===== config.mk =====
export PLATFORM = sky130hd
export DESIGN_NAME = axi_read_master
export DESIGN_NICKNAME = d
export VERILOG_FILES = /design/src/rtl/axi_pkg.sv /design/src/rtl/axi_skid_fifo.sv /design/src/rtl/axi_read_master.sv
export SDC_FILE = /design/constraint.sdc
export NUM_CORES = 1
export LEC_CHECK = 0
export CAP_MARGIN = 20
export CELL_PAD_IN_SITES_DETAIL_PLACEMENT = 1
export CELL_PAD_IN_SITES_GLOBAL_PLACEMENT = 2
export CORE_MARGIN = 2
export CORE_UTILIZATION = 32
export CTS_CLUSTER_DIAMETER = 200
export DETAILED_ROUTE_END_ITERATION = 10
export PLACE_DENSITY_LB_ADDON = 0.1
export SYNTH_ARGS = -nofsm -noshare
export SYNTH_HDL_FRONTEND = slang
export SYNTH_HIERARCHICAL = 1
export SYNTH_SLANG_ARGS = --single-unit

===== constraint.sdc =====
create_clock -name aclk -period 6.4 [get_ports aclk]
set_clock_uncertainty 0.15 [all_clocks]
set_input_delay 1.28 -clock aclk [delete_from_list [all_inputs] [get_ports aclk]]
set_output_delay 1.28 -clock aclk [all_outputs]
set_load 0.03 [all_outputs]

===== src/rtl/axi_pkg.sv =====
// Shared AXI definitions for the read-channel initiator.
// Response codes, burst types, read-master state encoding.
package axi_pkg;

    localparam logic [1:0] RESP_OKAY   = 2'b00;
    localparam logic [1:0] RESP_EXOKAY = 2'b01;
    localparam logic [1:0] RESP_SLVERR = 2'b10;
    localparam logic [1:0] RESP_DECERR = 2'b11;

    localparam logic [1:0] BURST_FIXED = 2'b00;
    localparam logic [1:0] BURST_INCR  = 2'b01;
    localparam logic [1:0] BURST_WRAP  = 2'b10;
    localparam logic [1:0] BURST_RSVD  = 2'b11;

    typedef enum logic [1:0] {
        S_IDLE,
        S_ADDR,
        S_DATA,
        S_FIN
    } rm_state_e;

    // A command is unusable when its beat is wider than the bus
    // or when it asks for the reserved burst encoding.
    function automatic logic cmd_illegal(
        input logic [2:0] size,
        input logic [1:0] burst,
        input logic [2:0] max_size
    );
        return (size > max_size) || (burst == BURST_RSVD);
    endfunction

endpackage


===== src/rtl/axi_skid_fifo.sv =====
// Two-entry beat buffer between the R channel and the output stream.
// Head entry is always visible on rdata; pop is ignored when empty.
module axi_skid_fifo #(
    parameter int WIDTH = 33
) (
    input  logic             aclk,
    input  logic             areset,
    input  logic             push,
    input  logic [WIDTH-1:0] wdata,
    output logic             full,
    input  logic             pop,
    output logic [WIDTH-1:0] rdata,
    output logic             empty
);

    logic [WIDTH-1:0] mem [2];
    logic             wp;
    logic             rp;
    logic [1:0]       cnt;
    logic             do_push;
    logic             do_pop;

    assign full    = (cnt == 2'd2);
    assign empty   = (cnt == 2'd0);
    assign do_pop  = pop && !empty;
    assign do_push = push && (!full || do_pop);
    assign rdata   = mem[rp];

    // Pointer and occupancy tracking; push+pop together keeps count.
    always_ff @(posedge aclk or posedge areset) begin
        if (areset) begin
            wp  <= 1'b0;
            rp  <= 1'b0;
            cnt <= 2'd0;
        end else begin
            if (do_push) wp <= ~wp;
            if (do_pop)  rp <= ~rp;
            cnt <= cnt + 2'(do_push) - 2'(do_pop);
        end
    end

    // Storage for the two beats.
    always_ff @(posedge aclk or posedge areset) begin
        if (areset) begin
            mem[0] <= '0;
            mem[1] <= '0;
        end else if (do_push) begin
            mem[wp] <= wdata;
        end
    end

endmodule


===== src/rtl/axi_read_master.sv =====
// AXI4 read-channel initiator: one burst at a time, AR issue, R collect.
// Optional macro AXI_READ_MASTER_RLAST_CHECK_EN flags rlast mismatches.
module axi_read_master
    import axi_pkg::*;
#(
    parameter int DATA_WIDTH    = 32,
    parameter int STROBE_WIDTH  = DATA_WIDTH / 8,
    parameter int ADDRESS_WIDTH = 8,
    parameter int MAX_SIZE      = $clog2(STROBE_WIDTH)
) (
    input  logic                     aclk,
    input  logic                     areset,
    input  logic [ADDRESS_WIDTH-1:0] cmd_addr,
    input  logic [7:0]               cmd_len,
    input  logic [2:0]               cmd_size,
    input  logic [1:0]               cmd_burst,
    input  logic                     cmd_valid,
    output logic                     cmd_ready,
    output logic [ADDRESS_WIDTH-1:0] araddr,
    output logic [7:0]               arlen,
    output logic [2:0]               arsize,
    output logic [1:0]               arburst,
    output logic                     arvalid,
    input  logic                     arready,
    input  logic [DATA_WIDTH-1:0]    rdata,
    input  logic [1:0]               rresp,
    input  logic                     rlast,
    input  logic                     rvalid,
    output logic                     rready,
    output logic [DATA_WIDTH-1:0]    out_data,
    output logic                     out_last,
    output logic                     out_valid,
    input  logic                     out_ready,
    output logic                     busy,
    output logic                     done,
    output logic                     err
);

    rm_state_e       state;
    rm_state_e       state_nxt;
    logic [8:0]      remaining;
    logic            bad;
    logic            accept;
    logic            r_hs;
    logic            last_beat;
    logic            beat_err;
    logic            cmd_bad;
    logic            fifo_full;
    logic            fifo_empty;
    logic [DATA_WIDTH:0] fifo_head;

    assign last_beat = (remaining == 9'd1);
    assign cmd_bad   = cmd_illegal(cmd_size, cmd_burst, 3'(MAX_SIZE));

`ifdef AXI_READ_MASTER_RLAST_CHECK_EN
    assign beat_err = (rresp != RESP_OKAY) || (rlast != last_beat);
`else
    logic unused_rlast;
    assign unused_rlast = rlast;
    assign beat_err     = (rresp != RESP_OKAY);
`endif

    // State register.
    always_ff @(posedge aclk or posedge areset) begin
        if (areset) state <= S_IDLE;
        else        state <= state_nxt;
    end

    // Next-state and handshake outputs; rready only from registered full.
    always_comb begin
        state_nxt = state;
        cmd_ready = 1'b0;
        arvalid   = 1'b0;
        rready    = 1'b0;
        done      = 1'b0;
        busy      = 1'b1;
        accept    = 1'b0;
        r_hs      = 1'b0;
        unique case (state)
            S_IDLE: begin
                busy      = 1'b0;
                cmd_ready = 1'b1;
                if (cmd_valid) begin
                    accept    = 1'b1;
                    state_nxt = S_ADDR;
                end
            end
            S_ADDR: begin
                if (bad) begin
                    state_nxt = S_FIN;
                end else begin
                    arvalid = 1'b1;
                    if (arready) state_nxt = S_DATA;
                end
            end
            S_DATA: begin
                rready = !fifo_full;
                r_hs   = rvalid && !fifo_full;
                if (r_hs && last_beat) state_nxt = S_FIN;
            end
            S_FIN: begin
                done      = 1'b1;
                state_nxt = S_IDLE;
            end
            default: state_nxt = S_IDLE;
        endcase
    end

    // Command capture, beat countdown and sticky error.
    always_ff @(posedge aclk or posedge areset) begin
        if (areset) begin
            araddr    <= '0;
            arlen     <= '0;
            arsize    <= '0;
            arburst   <= '0;
            remaining <= '0;
            bad       <= 1'b0;
            err       <= 1'b0;
        end else if (accept) begin
            araddr    <= cmd_addr;
            arlen     <= cmd_len;
            arsize    <= cmd_size;
            arburst   <= cmd_burst;
            remaining <= {1'b0, cmd_len} + 9'd1;
            bad       <= cmd_bad;
            err       <= cmd_bad;
        end else if (r_hs) begin
            remaining <= remaining - 9'd1;
            if (beat_err) err <= 1'b1;
        end
    end

    axi_skid_fifo #(
        .WIDTH (DATA_WIDTH + 1)
    ) u_fifo (
        .aclk   (aclk),
        .areset (areset),
        .push   (r_hs),
        .wdata  ({rdata, last_beat}),
        .full   (fifo_full),
        .pop    (out_ready),
        .rdata  (fifo_head),
        .empty  (fifo_empty)
    );

    assign out_valid = !fifo_empty;
    assign out_data  = fifo_head[DATA_WIDTH:1];
    assign out_last  = fifo_head[0];

endmodule


# [After elaboration in Yosys (flattened, before gate mapping)]
# Cells that the tools add are included.
[totals] ff_bits=104 input_bits=62 elab_cells=75
[op_classes] n_addsub=4 order_cmp=4 n_eq_ne=9 muxes=25 bitwise=4 reduce_logical=16
[ops] cell="2-to-1 mux 33 bit" count=4
[ops] cell="bitwise mux 66 bit" count=1
[ops] cell="demux 33 bit (select 1 bit)" count=1
[ops] cell="2-to-1 mux 9 bit" count=2
[ops] cell="2-to-1 mux 1 bit" count=12
[ops] cell="adder 8 x 1 -> 9 bit, second input constant" count=1
[ops] cell="== test 9 x 1 -> 1 bit, second input constant" count=1
[ops] cell="subtractor 9 x 1 -> 9 bit, second input constant" count=1
[ops] cell="== test 2 bit, second input constant" count=4
[ops] cell="2-to-1 mux 2 bit" count=4
[ops] cell="one-hot mux 2 bit (4 select lines)" count=1
[ops] cell="nonzero test 2 bit" count=3
[ops] cell="logical AND 1 bit" count=5
[ops] cell="greater-or-equal comparator 2 bit, second input constant" count=2
[ops] cell="zero test 2 bit" count=2
[ops] cell="inequality test 2 bit, second input constant" count=2
[ops] cell="inverter 1 -> 2 bit" count=2
[ops] cell="greater-than comparator 3 x 2 -> 1 bit, second input constant" count=1
[ops] cell="inequality test 3 bit, second input constant" count=1
[ops] cell="AND reduction 3 bit" count=1
[ops] cell="adder 2 x 1 -> 2 bit" count=1
[ops] cell="== test 2 x 1 -> 1 bit, second input constant" count=1
[ops] cell="zero test 1 bit" count=2
[ops] cell="logical OR 1 bit" count=2
[ops] cell="other kinds (4)" count=5

# [Depth between registers and ports, before layout]
# Gate-level depths: netlist of run 1.
[depth] word_depth=7 depth_mapped=10 ltp_nobuf=10

# [Cells and area by module]
# Netlist of run 1, hierarchy kept.
[by_module_without_submodules] mod="axi_skid_fifo" instances=1 cells_each=195 area_per_inst_um2=3171.8 seq_area_each_um2=1751.7
[by_module_without_submodules] mod="axi_read_master" instances=1 cells_each=199 area_per_inst_um2=1760.4 seq_area_each_um2=850.8

# [Least setup slack after synthesis of run 1]
# OpenSTA, ideal clock, no wires.
[synth_path] kind="register -> output" start="register u_fifo.rp" end="output port out_data[22]" arrival_ns=1.352 required_time_ns=4.970 path_slack_ns=3.618 stages_incl_launch_ff=4 path_buffers=2 cell_sequence="dfrtp_1 -> clkbuf_1 -> clkbuf_1 -> mux2_2"
[synth_between] elab_chain_cells=4
[synth_lines] item="start, declared" line_no="axi_skid_fifo.sv:18" source="logic rp;"
[synth_lines] item="start signal, assigned" line_no="axi_skid_fifo.sv:37" source="if (do_pop) rp <= ~rp;"
[synth_lines] item="inverter 1 -> 2 bit (implied by the code)" line_no="axi_skid_fifo.sv:27" source="assign rdata = mem[rp];"
[synth_lines] item="2-to-1 mux 33 bit (implied by the code) (3 in series)" line_no="axi_skid_fifo.sv:27"
[synth_lines] item="end, declared" line_no="axi_read_master.sv:30" source="output logic [DATA_WIDTH-1:0] out_data,"
# No other way between the ends. The select of a mux whose other input is x is not followed.

# [Worst setup path in the final report of run 1]
[layout_path] start="register u_fifo.rp" end="output port out_data[28]"
# The elaborated chain is that of the path after synthesis.

==> results of run 1 <==
==> where the power goes <==
part	switching [mW]	internal [mW]
sequential	0.181	0.968
clock	0.256	0.265
combinational	0.956	0.908
total	1.39	2.14
==> logic make-up after synthesis <==
kind of cell / after synthesis / synth area share (%)
xor gates and xnor gates: 17 / 3.02
muxes: 102 / 25.5
and+or+nand+nor: 112 / 10.2
AOI/OAI and AO/OA: 20 / 2.94
buffers and inverters: 29 / 3.04
DFF: 104 / 52.8
adders and majority gates: 10 / 2.54
==> synthesized netlist by cell type (all sizes together) <==
library cell and number:
a211oi 1, a21boi 1, a21oi 6, a2bb2oi 1
a31o 1, a32oi 1, and2 1, and3 1
and4 1, and4b 1, buf 10, clkbuf 7
dfrtp 104, ha 10, inv 12, mux2 100
mux2i 2, nand2 76, nand2b 2, nand3 4
nand3b 2, nand4 3, nor2 9, nor2b 4
nor3 2, nor4 2, nor4b 1, o211ai 1
o21a 1, o21ai 5, o22ai 1, o41ai 1
or2 1, or3b 1, or4 1, xnor2 10
xor2 7
==> registers in the layout (all words and copies together) (netlist names), 2 cells and up <==
register and flops:
araddr 8, remaining 9, arlen 8, u_fifo/mem 66
u_fifo/cnt 2, arburst 2, arsize 3, state 2
==> critical path, cell delays in order (launching register included) <==
cell and delay (ns):
dfrtp_1 0.40, buf_4 0.45, mux2_2 0.39, clkdlybuf4s50_1 0.62
==> routing by layer <==
metal  wire [um]  part of all wire (%)  global-route usage, %
met4         172                   1.5                   4.01
met5           0                     0                      0
met3         818                   7.0                   6.14
met1        5010                    43                   18.4
met2        5610                    48                   25.2
==> final cells by class <==
class	count	area, um2	area share, %
multi-input cells	261	2180	33.1
inverters	12	45.0	0.684
clock inverters	6	45.0	0.684
well taps	188	235	3.57
repair buffers	127	1260	19.1
flip-flops and latches	104	2600	39.5
clock buffers	9	225	3.42
==> final timing paths <==
kind                       slack (ns)        endpoint      start
setup / recovery                 2.76    out_data[28]  u_fifo/rp
hold / removal                   0.33       araddr[0]  araddr[0]
setup reg to reg                 3.75  u_fifo/mem[12]   state[0]
hold reg to reg                  0.33       araddr[0]  araddr[0]
max in group asynchronous        4.13  u_fifo/mem[35]     areset
min in group asynchronous        1.24       araddr[3]     areset
==> through the flow <==
| stage | cell area (um2) | instances |
|---|---|---|
| global placement | 6320 | 692 |
| finish | 6590 | 707 |
| floorplan | 4930 | 394 |
| CTS | 6590 | 707 |
| global route | 6590 | 707 |
| detailed placement | 6320 | 692 |
==> reports/summary.txt, run 1 <==
RSZ-0062 raised after global routing - false
Final Hold Slack - 0.329 ns
Fmax - 274 MHz
flops & latches, synth - 104
io pins - 123
final core utilization - 43.5%
die height - 128 um
synth top area cells - dfrtp_1, mux2_2, mux2_4, nand2_1, ha_1
Max-slew headroom - 36.2%
GRT overflow - 0
crit path time final - 3.64 ns
Post-Place Setup Slack - 2.78 ns
post-CTS setup buffers - 0
Filler Cells Inserted - 1602
setup ws final - 2.76 ns
clk slew on worst S/H paths - 0.07 ns
Hold Crit Class - flip-flop to flip-flop
IO Port Bufs - 121
DR WL/cell - 16.4 um
layout cells sized above 1 - 23.3%
CP required - 4.97 ns
DRC violation total after the first TritonRoute iteration - 90
post-DR vias/cell - 4.79
YS warnings - 6
Max Buffers Root-to-Sink - 2
Clock Latency Late Sink - 0.35 ns
post_cts resized - 0
measured slew at the worst slew-check pin - 0.955 ns
setup TNS - 0 ns
Final Setup Violations - 0
die area - 0.0164 mm2
residual DRC count - 0
DIE WIDTH - 128 um
CP arrival - 2.21 ns
CTS sink count - 104
GP Congestion - 0.716
largest net degree at the start of global routing - 71
cell type with the highest aggregate area in the netlist - dfrtp_1
Final Cycle Share - 56.9%
Max FO, Critical Path - 32
Startpoint Class - flip-flop
Inserted Clock Buffers - 9
commonest non-fill, non-tap cell in the layout - clkdlybuf4s50_1
Hold Buf Count CTS - 0
maximum VDD drop - 201 uV
first-pass GRT wire length - 19.5 mm
DR vias - 3384
WS Path Type - flip-flop to output port
Tot Pwr - 3.53 mW
TritonCTS clock tree - done
top-area cell type share of the netlist area - 52.8%
Synth cell types - 43
Syn Nets - 466
worst reg-to-reg path cell count - 7
final WL - 11.6 mm
Nets - 587
Cell Rows - 45
hpwl dp - 7.91 mm
pwr/cell area - 536 mW/mm2
router iterations before antenna repair - 4
Total Routing Usage GR - 15.2%
ANT cells - 0
status - finished, final reports clean
Final Max Slew Viols - 0
Initial Utilization - 32.6%
DRT antenna net count - 0
Min-Delay Path Depth - 2
Cell Area, Synth - 0.00493 mm2
vias in the first global route - 3804
initial antenna violation count - 0
most frequent cells in the layout - clkdlybuf4s50_1, dfrtp_1, nand2_1
P&R area growth vs syn - 33.6%
core area - 0.0151 mm2
Pleak - 2.91 nW
synthesized area per cell - 12.5 um2
critical path endpoint category - output port
hold violation total from the final report - 0
Seq/Total Area, Yosys - 52.8%
CTS root buffer - clkbuf_16
H-tree depth - 3
Max-Cap Viols - 0
Mapped Cells - 394
(Power assumes the default switching activity.)
==> run 2: changes to the inputs <==
==> constraint.sdc (replaced) <==
create_clock -name aclk -period 3.7 [get_ports aclk]
set_clock_uncertainty 0.15 [all_clocks]
set_input_delay 0.74 -clock aclk [delete_from_list [all_inputs] [get_ports aclk]]
set_output_delay 0.74 -clock aclk [all_outputs]
set_load 0.03 [all_outputs]
==> reports/summary.txt, run 2 (synthesis gave the netlist of run 1 again) <==
status - finished, final reports clean (unchanged)
CTS root buffer - clkbuf_16 (unchanged)
hold violation total from the final report - 0 (unchanged)
fin area - 0.00664 mm2 (was 0.00659 mm2)
worst reg-to-reg path cell count - 10 (was 7)
maximum VDD drop - 319 uV (was 201 uV)
Cell Rows - 45 (unchanged)
H-tree depth - 3 (unchanged)
Max-slew headroom - 65.8% (was 36.2%)
GP Congestion - 0.737 (was 0.716)
Max FO, Critical Path - 5 (was 32)
setup TNS - 0 ns (unchanged)
Min-Delay Path Depth - 2 (unchanged)
Total Routing Usage GR - 15.1% (was 15.2%)
Int Pwr - 3.74 mW (was 2.14 mW)
CP arrival - 2.06 ns (was 2.21 ns)
core area - 0.0151 mm2 (unchanged)
measured slew at the worst slew-check pin - 0.512 ns (was 0.955 ns)
DIE WIDTH - 128 um (unchanged)
max FFs per register - 66 (unchanged)
DR WL/cell - 16.3 um (was 16.4 um)
vias in the first global route - 3792 (was 3804)
critical path endpoint category - output port (unchanged)
io pins - 123 (unchanged)
Initial Utilization - 32.6% (unchanged)
clock share of power - 15.1% (was 14.8%)
router iterations before antenna repair - 4 (unchanged)
Cell Area, Placed - 0.00636 mm2 (was 0.00632 mm2)
reg2reg start - state[0] (unchanged)
top register by number of flip-flops - u_fifo/mem (unchanged)
switching pwr - 2.40 mW (was 1.39 mW)
biggest registers after layout - u_fifo/mem: 66 flops, remaining: 9 flops (unchanged)
DR vias - 3343 (was 3384)
sequential power share - 32.3% (was 32.5%)
P&R area growth vs syn - 34.7% (was 33.6%)
Fmax - 339 MHz
flop2flop setup slack - 1.34 ns (was 3.75 ns)
Clock Latency Late Sink - 0.35 ns (about the same)
clk slew on worst S/H paths - 0.07 ns (about the same)
DRT antenna net count - 0 (unchanged)
post-CTS setup buffers - 0 (unchanged)
initial antenna violation count - 0 (unchanged)
most frequent cells in the layout - clkdlybuf4s50_1, dfrtp_1, nand2_1 (unchanged)
commonest non-fill, non-tap cell in the layout - clkdlybuf4s50_1 (unchanged)
Critical R2R Capture - u_fifo/cnt[1] (was u_fifo/mem[12])
final WL - 11.6 mm (about the same)
beginning of the worst hold path - araddr[5] (was araddr[0])
first-pass GRT wire length - 19.4 mm (was 19.5 mm)
Max Buffers Root-to-Sink - 2 (unchanged)
post_cts resized - 0 (unchanged)
layout cells sized above 1 - 23.8% (was 23.3%)
residual DRC count - 0 (unchanged)
Hold Crit Class - flip-flop to flip-flop (unchanged)
Inserted Clock Buffers - 9 (unchanged)
Final Setup Violations - 0 (unchanged)
RSZ-0062 raised after global routing - false (unchanged)
CP required - 2.81 ns (was 4.97 ns)
CTS sink count - 104 (unchanged)
Nets - 589 (was 587)
ANT cells - 0 (unchanged)
Startpoint Class - flip-flop (unchanged)
Sw Share - 39.1% (was 39.4%)
die area - 0.0164 mm2 (unchanged)
WS Path Type - flip-flop to output port (unchanged)
Hold Buf Count CTS - 0 (unchanged)
TritonCTS clock tree - done (unchanged)
DRC violation total after the first TritonRoute iteration - 88 (was 90)
pwr/cell area - 925 mW/mm2 (was 536 mW/mm2)
GRT overflow - 0 (unchanged)
crit path time final - 2.95 ns
largest net degree at the start of global routing - 71 (unchanged)
IO Port Bufs - 121 (unchanged)
Hold EP - araddr[5] (was araddr[0])
die height - 128 um (unchanged)
Comb power frac - 52.6% (was 52.7%)
hpwl dp - 7.84 mm (was 7.91 mm)
Final Max Slew Viols - 0 (unchanged)
Max-Cap Viols - 0 (unchanged)
Final Cycle Share - 79.8%
Pleak - 2.93 nW (was 2.91 nW)
post-DR vias/cell - 4.71 (was 4.79)
[run 2: cell count changes in the layout (fill, tap and decap cells not counted), sizes merged]
| cell | change |
|---|---|
| buf | +2 |
| clkbuf | +1 |
| clkinv | -2 |
| clkinvlp | +2 |
[run 2: stage by stage]
step                instances  worst slack [ns]  power [mW]  util (%)  hold slack, ns
global route              710             0.613        6.56      43.8           0.361
global placement          694             0.911        5.20      42.0           0.310
floorplan                 394              1.04        4.10         -           0.301
detailed placement        694             0.873        5.28      42.0           0.316
CTS                       710             0.675        6.26      43.8           0.337
finish                    710             0.746        6.14      43.8           0.330
[run 2: worst max path at each step]
stage	startpoint	endpoint	slack, ns	depth (start not counted)
after floorplan	areset	u_fifo/cnt[0]	1.04	1
after global placement	out_ready	u_fifo/mem[49]	0.91	5
after detailed placement	out_ready	u_fifo/mem[48]	0.87	5
after CTS	state[0]	rready	0.68	4
after global routing	state[0]	rready	0.61	4
final	state[0]	rready	0.75	4
[run 2: power groups by stage]
stage | logic (mW) | clock network (mW) | registers [mW]
after global routing | 3.48 | 1.01 | 2.07
after floorplan | 1.96 | 0 | 2.14
after detailed placement | 3.27 | 0 | 2.01
after CTS | 3.29 | 0.977 | 1.99
after global placement | 3.23 | 0 | 1.97
final | 3.23 | 0.926 | 1.98
[run 2: worst max-delay path, cell delays in order (launching register included)]
cell and delay [ns]:
dfrtp_1 0.40, inv_1 0.15, ha_1 0.30, nor2b_1 0.17
clkdlybuf4s50_1 0.69
[run 2: per-layer routing]
layer / up-vias / global-route usage, % / routed length [um]
li1: 1582 / - / -
met1: 1660 / 17.9 / 4970
met2: 89 / 25.5 / 5680
met3: 12 / 5.80 / 785
met4: 0 / 4.46 / 168
met5: - / 0 / 0
[run 2: final cells by class]
type / instances / area [um2]
Timing Repair Buffer: 129 / 1300
Fill cell: 1606 / 8500
Tap cell: 188 / 235
Sequential cell: 104 / 2600
Multi-Input combinational cell: 261 / 2180
Clock buffer: 10 / 239
Clock inverter: 6 / 42.5
Inverter: 12 / 45.0
==> run 3: changes to the inputs <==
--- a/config.mk
+++ b/config.mk
@@ -9,7 +9,7 @@
 export CELL_PAD_IN_SITES_DETAIL_PLACEMENT = 1
 export CELL_PAD_IN_SITES_GLOBAL_PLACEMENT = 2
 export CORE_MARGIN = 2
-export CORE_UTILIZATION = 32
+export CORE_UTILIZATION = 29
 export CTS_CLUSTER_DIAMETER = 200
 export DETAILED_ROUTE_END_ITERATION = 10
 export PLACE_DENSITY_LB_ADDON = 0.1
==> constraint.sdc (replaced) <==
create_clock -name aclk -period 2.5 [get_ports aclk]
set_clock_uncertainty 0.15 [all_clocks]
set_input_delay 0.5 -clock aclk [delete_from_list [all_inputs] [get_ports aclk]]
set_output_delay 0.5 -clock aclk [all_outputs]
set_load 0.03 [all_outputs]
==> reports/summary.txt, run 3 (synthesis gave the netlist of run 1 again) <==
Max Buffers Root-to-Sink - 2 (unchanged)
fin area - 0.00677 mm2 (was 0.00664 mm2)
ANT cells - 0 (unchanged)
reg2reg start - state[0] (unchanged)
CTS sink count - 104 (unchanged)
GRT overflow - 0 (unchanged)
dpl cells - 733 (was 694)
CP arrival - 1.72 ns (was 2.06 ns)
setup TNS - 0 ns (unchanged)
TritonCTS clock tree - done (unchanged)
layout cells sized above 1 - 25.1% (was 23.8%)
DR vias - 3390 (was 3343)
Final Cycle Share - 94.6%
core area - 0.0166 mm2 (was 0.0151 mm2)
Hold EP - arsize[0] (was araddr[5])
commonest non-fill, non-tap cell in the layout - dfrtp_1 (was clkdlybuf4s50_1)
Fmax - 423 MHz
Critical R2R Capture - u_fifo/cnt[1] (unchanged)
DRT antenna net count - 0 (unchanged)
measured slew at the worst slew-check pin - 0.476 ns (was 0.512 ns)
Clock Latency Late Sink - 0.34 ns (was 0.35 ns)
status - finished, final reports clean (unchanged)
critical path endpoint category - output port (unchanged)
CTS root buffer - clkbuf_16 (unchanged)
Min-Delay Path Depth - 2 (unchanged)
most frequent cells in the layout - dfrtp_1, clkdlybuf4s50_1, nand2_1 (was clkdlybuf4s50_1, dfrtp_1, nand2_1)
vias in the first global route - 3848 (was 3792)
clk slew on worst S/H paths - 0.07 ns (about the same)
Max FO, Critical Path - 29 (was 5)
top register by number of flip-flops - u_fifo/mem (unchanged)
post-DR vias/cell - 4.53 (was 4.71)
Cell Rows - 47 (was 45)
router iterations before antenna repair - 2 (was 4)
Initial Utilization - 29.7% (was 32.6%)
Nets - 596 (was 589)
setup ws final - 0.134 ns (was 0.746 ns)
Final Max Slew Viols - 0 (unchanged)
flop2flop setup slack - 0.28 ns (was 1.34 ns)
H-tree depth - 3 (unchanged)
Post-Layout Cell Count - 749 (was 710)
io pins - 123 (unchanged)
hold violation total from the final report - 0 (unchanged)
Final Setup Violations - 0 (unchanged)
beginning of the worst hold path - arsize[0] (was araddr[5])
DIE WIDTH - 134 um (was 128 um)
final WL - 12.0 mm (was 11.6 mm)
CP required - 1.85 ns (was 2.81 ns)
Filler Cells Inserted - 1790 (was 1606)
hpwl dp - 8.55 mm (was 7.84 mm)
biggest registers after layout - u_fifo/mem: 66 flops, remaining: 9 flops (unchanged)
GP Congestion - 0.688 (was 0.737)
Startpoint Class - flip-flop (unchanged)
residual DRC count - 0 (unchanged)
Inserted Clock Buffers - 9 (unchanged)
initial antenna violation count - 0 (unchanged)
RSZ-0062 raised after global routing - false (unchanged)
Hold Crit Class - flip-flop to flip-flop (unchanged)
maximum VDD drop - 508 uV (was 319 uV)
final core utilization - 40.8% (was 43.8%)
Cell Area, Placed - 0.00652 mm2 (was 0.00636 mm2)
largest net degree at the start of global routing - 71 (unchanged)
IO Port Bufs - 121 (unchanged)
max FFs per register - 66 (unchanged)
Post-Place Setup Slack - 0.0856 ns (was 0.873 ns)
Max-slew headroom - 68.3% (was 65.8%)
first-pass GRT wire length - 19.7 mm (was 19.4 mm)
Pleak - 3.08 nW (was 2.93 nW)
worst reg-to-reg path cell count - 10 (unchanged)
WS Path Type - flip-flop to output port (unchanged)
pwr/cell area - 1320 mW/mm2 (was 925 mW/mm2)
Max-Cap Viols - 0 (unchanged)
Final Hold Slack - 0.329 ns (was 0.330 ns)
P&R area growth vs syn - 37.3% (was 34.7%)
die height - 134 um (was 128 um)
DR WL/cell - 16.1 um (was 16.3 um)
die area - 0.0181 mm2 (was 0.0164 mm2)
crit path time final - 2.37 ns
Total Routing Usage GR - 14.0% (was 15.1%)
DRC violation total after the first TritonRoute iteration - 92 (was 88)
Tot Pwr - 8.93 mW (was 6.14 mW)
run 3: changes by cell type in the layout (fill, tap and decap cells not counted), sizes merged:
cell,delta
dlygate4sd2,+34
clkdlybuf4s50,-37
clkdlybuf4s15,+1
inv,+1
clkinvlp,-2
clkinv,+1
buf,+9
run 3: worst max-delay path by stage:
| stage | from | end | slack (ns) | cells past startpoint |
|---|---|---|---|---|
| after floorplan | areset | u_fifo/cnt[0] | 0.08 | 1 |
| after global placement | cmd_len[1] | remaining[8] | 0.11 | 6 |
| after detailed placement | cmd_len[1] | remaining[8] | 0.09 | 6 |
| after CTS | state[1] | arvalid | 0.09 | 4 |
| after global routing | state[1] | arvalid | 0.01 | 4 |
| final | u_fifo/rp | out_data[18] | 0.13 | 3 |
run 3: final cells by class:
class | count | area, um2 | share of cell area [%]
clock buffer | 10 | 239 | 3.53
clock inverter | 6 | 51.3 | 0.758
inverter | 12 | 45.0 | 0.665
multi-input combinational | 261 | 2180 | 32.2
sequential | 104 | 2600 | 38.4
tap | 220 | 275 | 4.07
timing repair buffer | 136 | 1380 | 20.3
run 3: timing repair:
item,in CTS,in global routing
gates resized for setup,35,1
setup endpoints to repair,35,1
setup buffers,0,0
hold buffers,0,0
pin swaps,0,0
run 3: worst max-delay path, cell delays in order, from the launching register on:
cell	delay [ns]
dfrtp_1	0.39
buf_12	0.22
mux2_2	0.37
dlygate4sd2_1	0.37
run 3: routing by layer:
layer  part of all wire, %  global-route usage [%]  vias to the layer above
met4                   1.1                    4.91                        0
met2                    51                    24.3                       83
met3                   5.5                    3.70                       10
met1                    42                    16.6                     1700
li1                      -                       -                     1597
met5                     0                       0                        -
run 3: report_power, final:
part / internal [mW] / switching, mW
sequential: 2.48 / 0.467
clock: 0.720 / 0.655
combinational: 2.15 / 2.46
total: 5.35 / 3.58
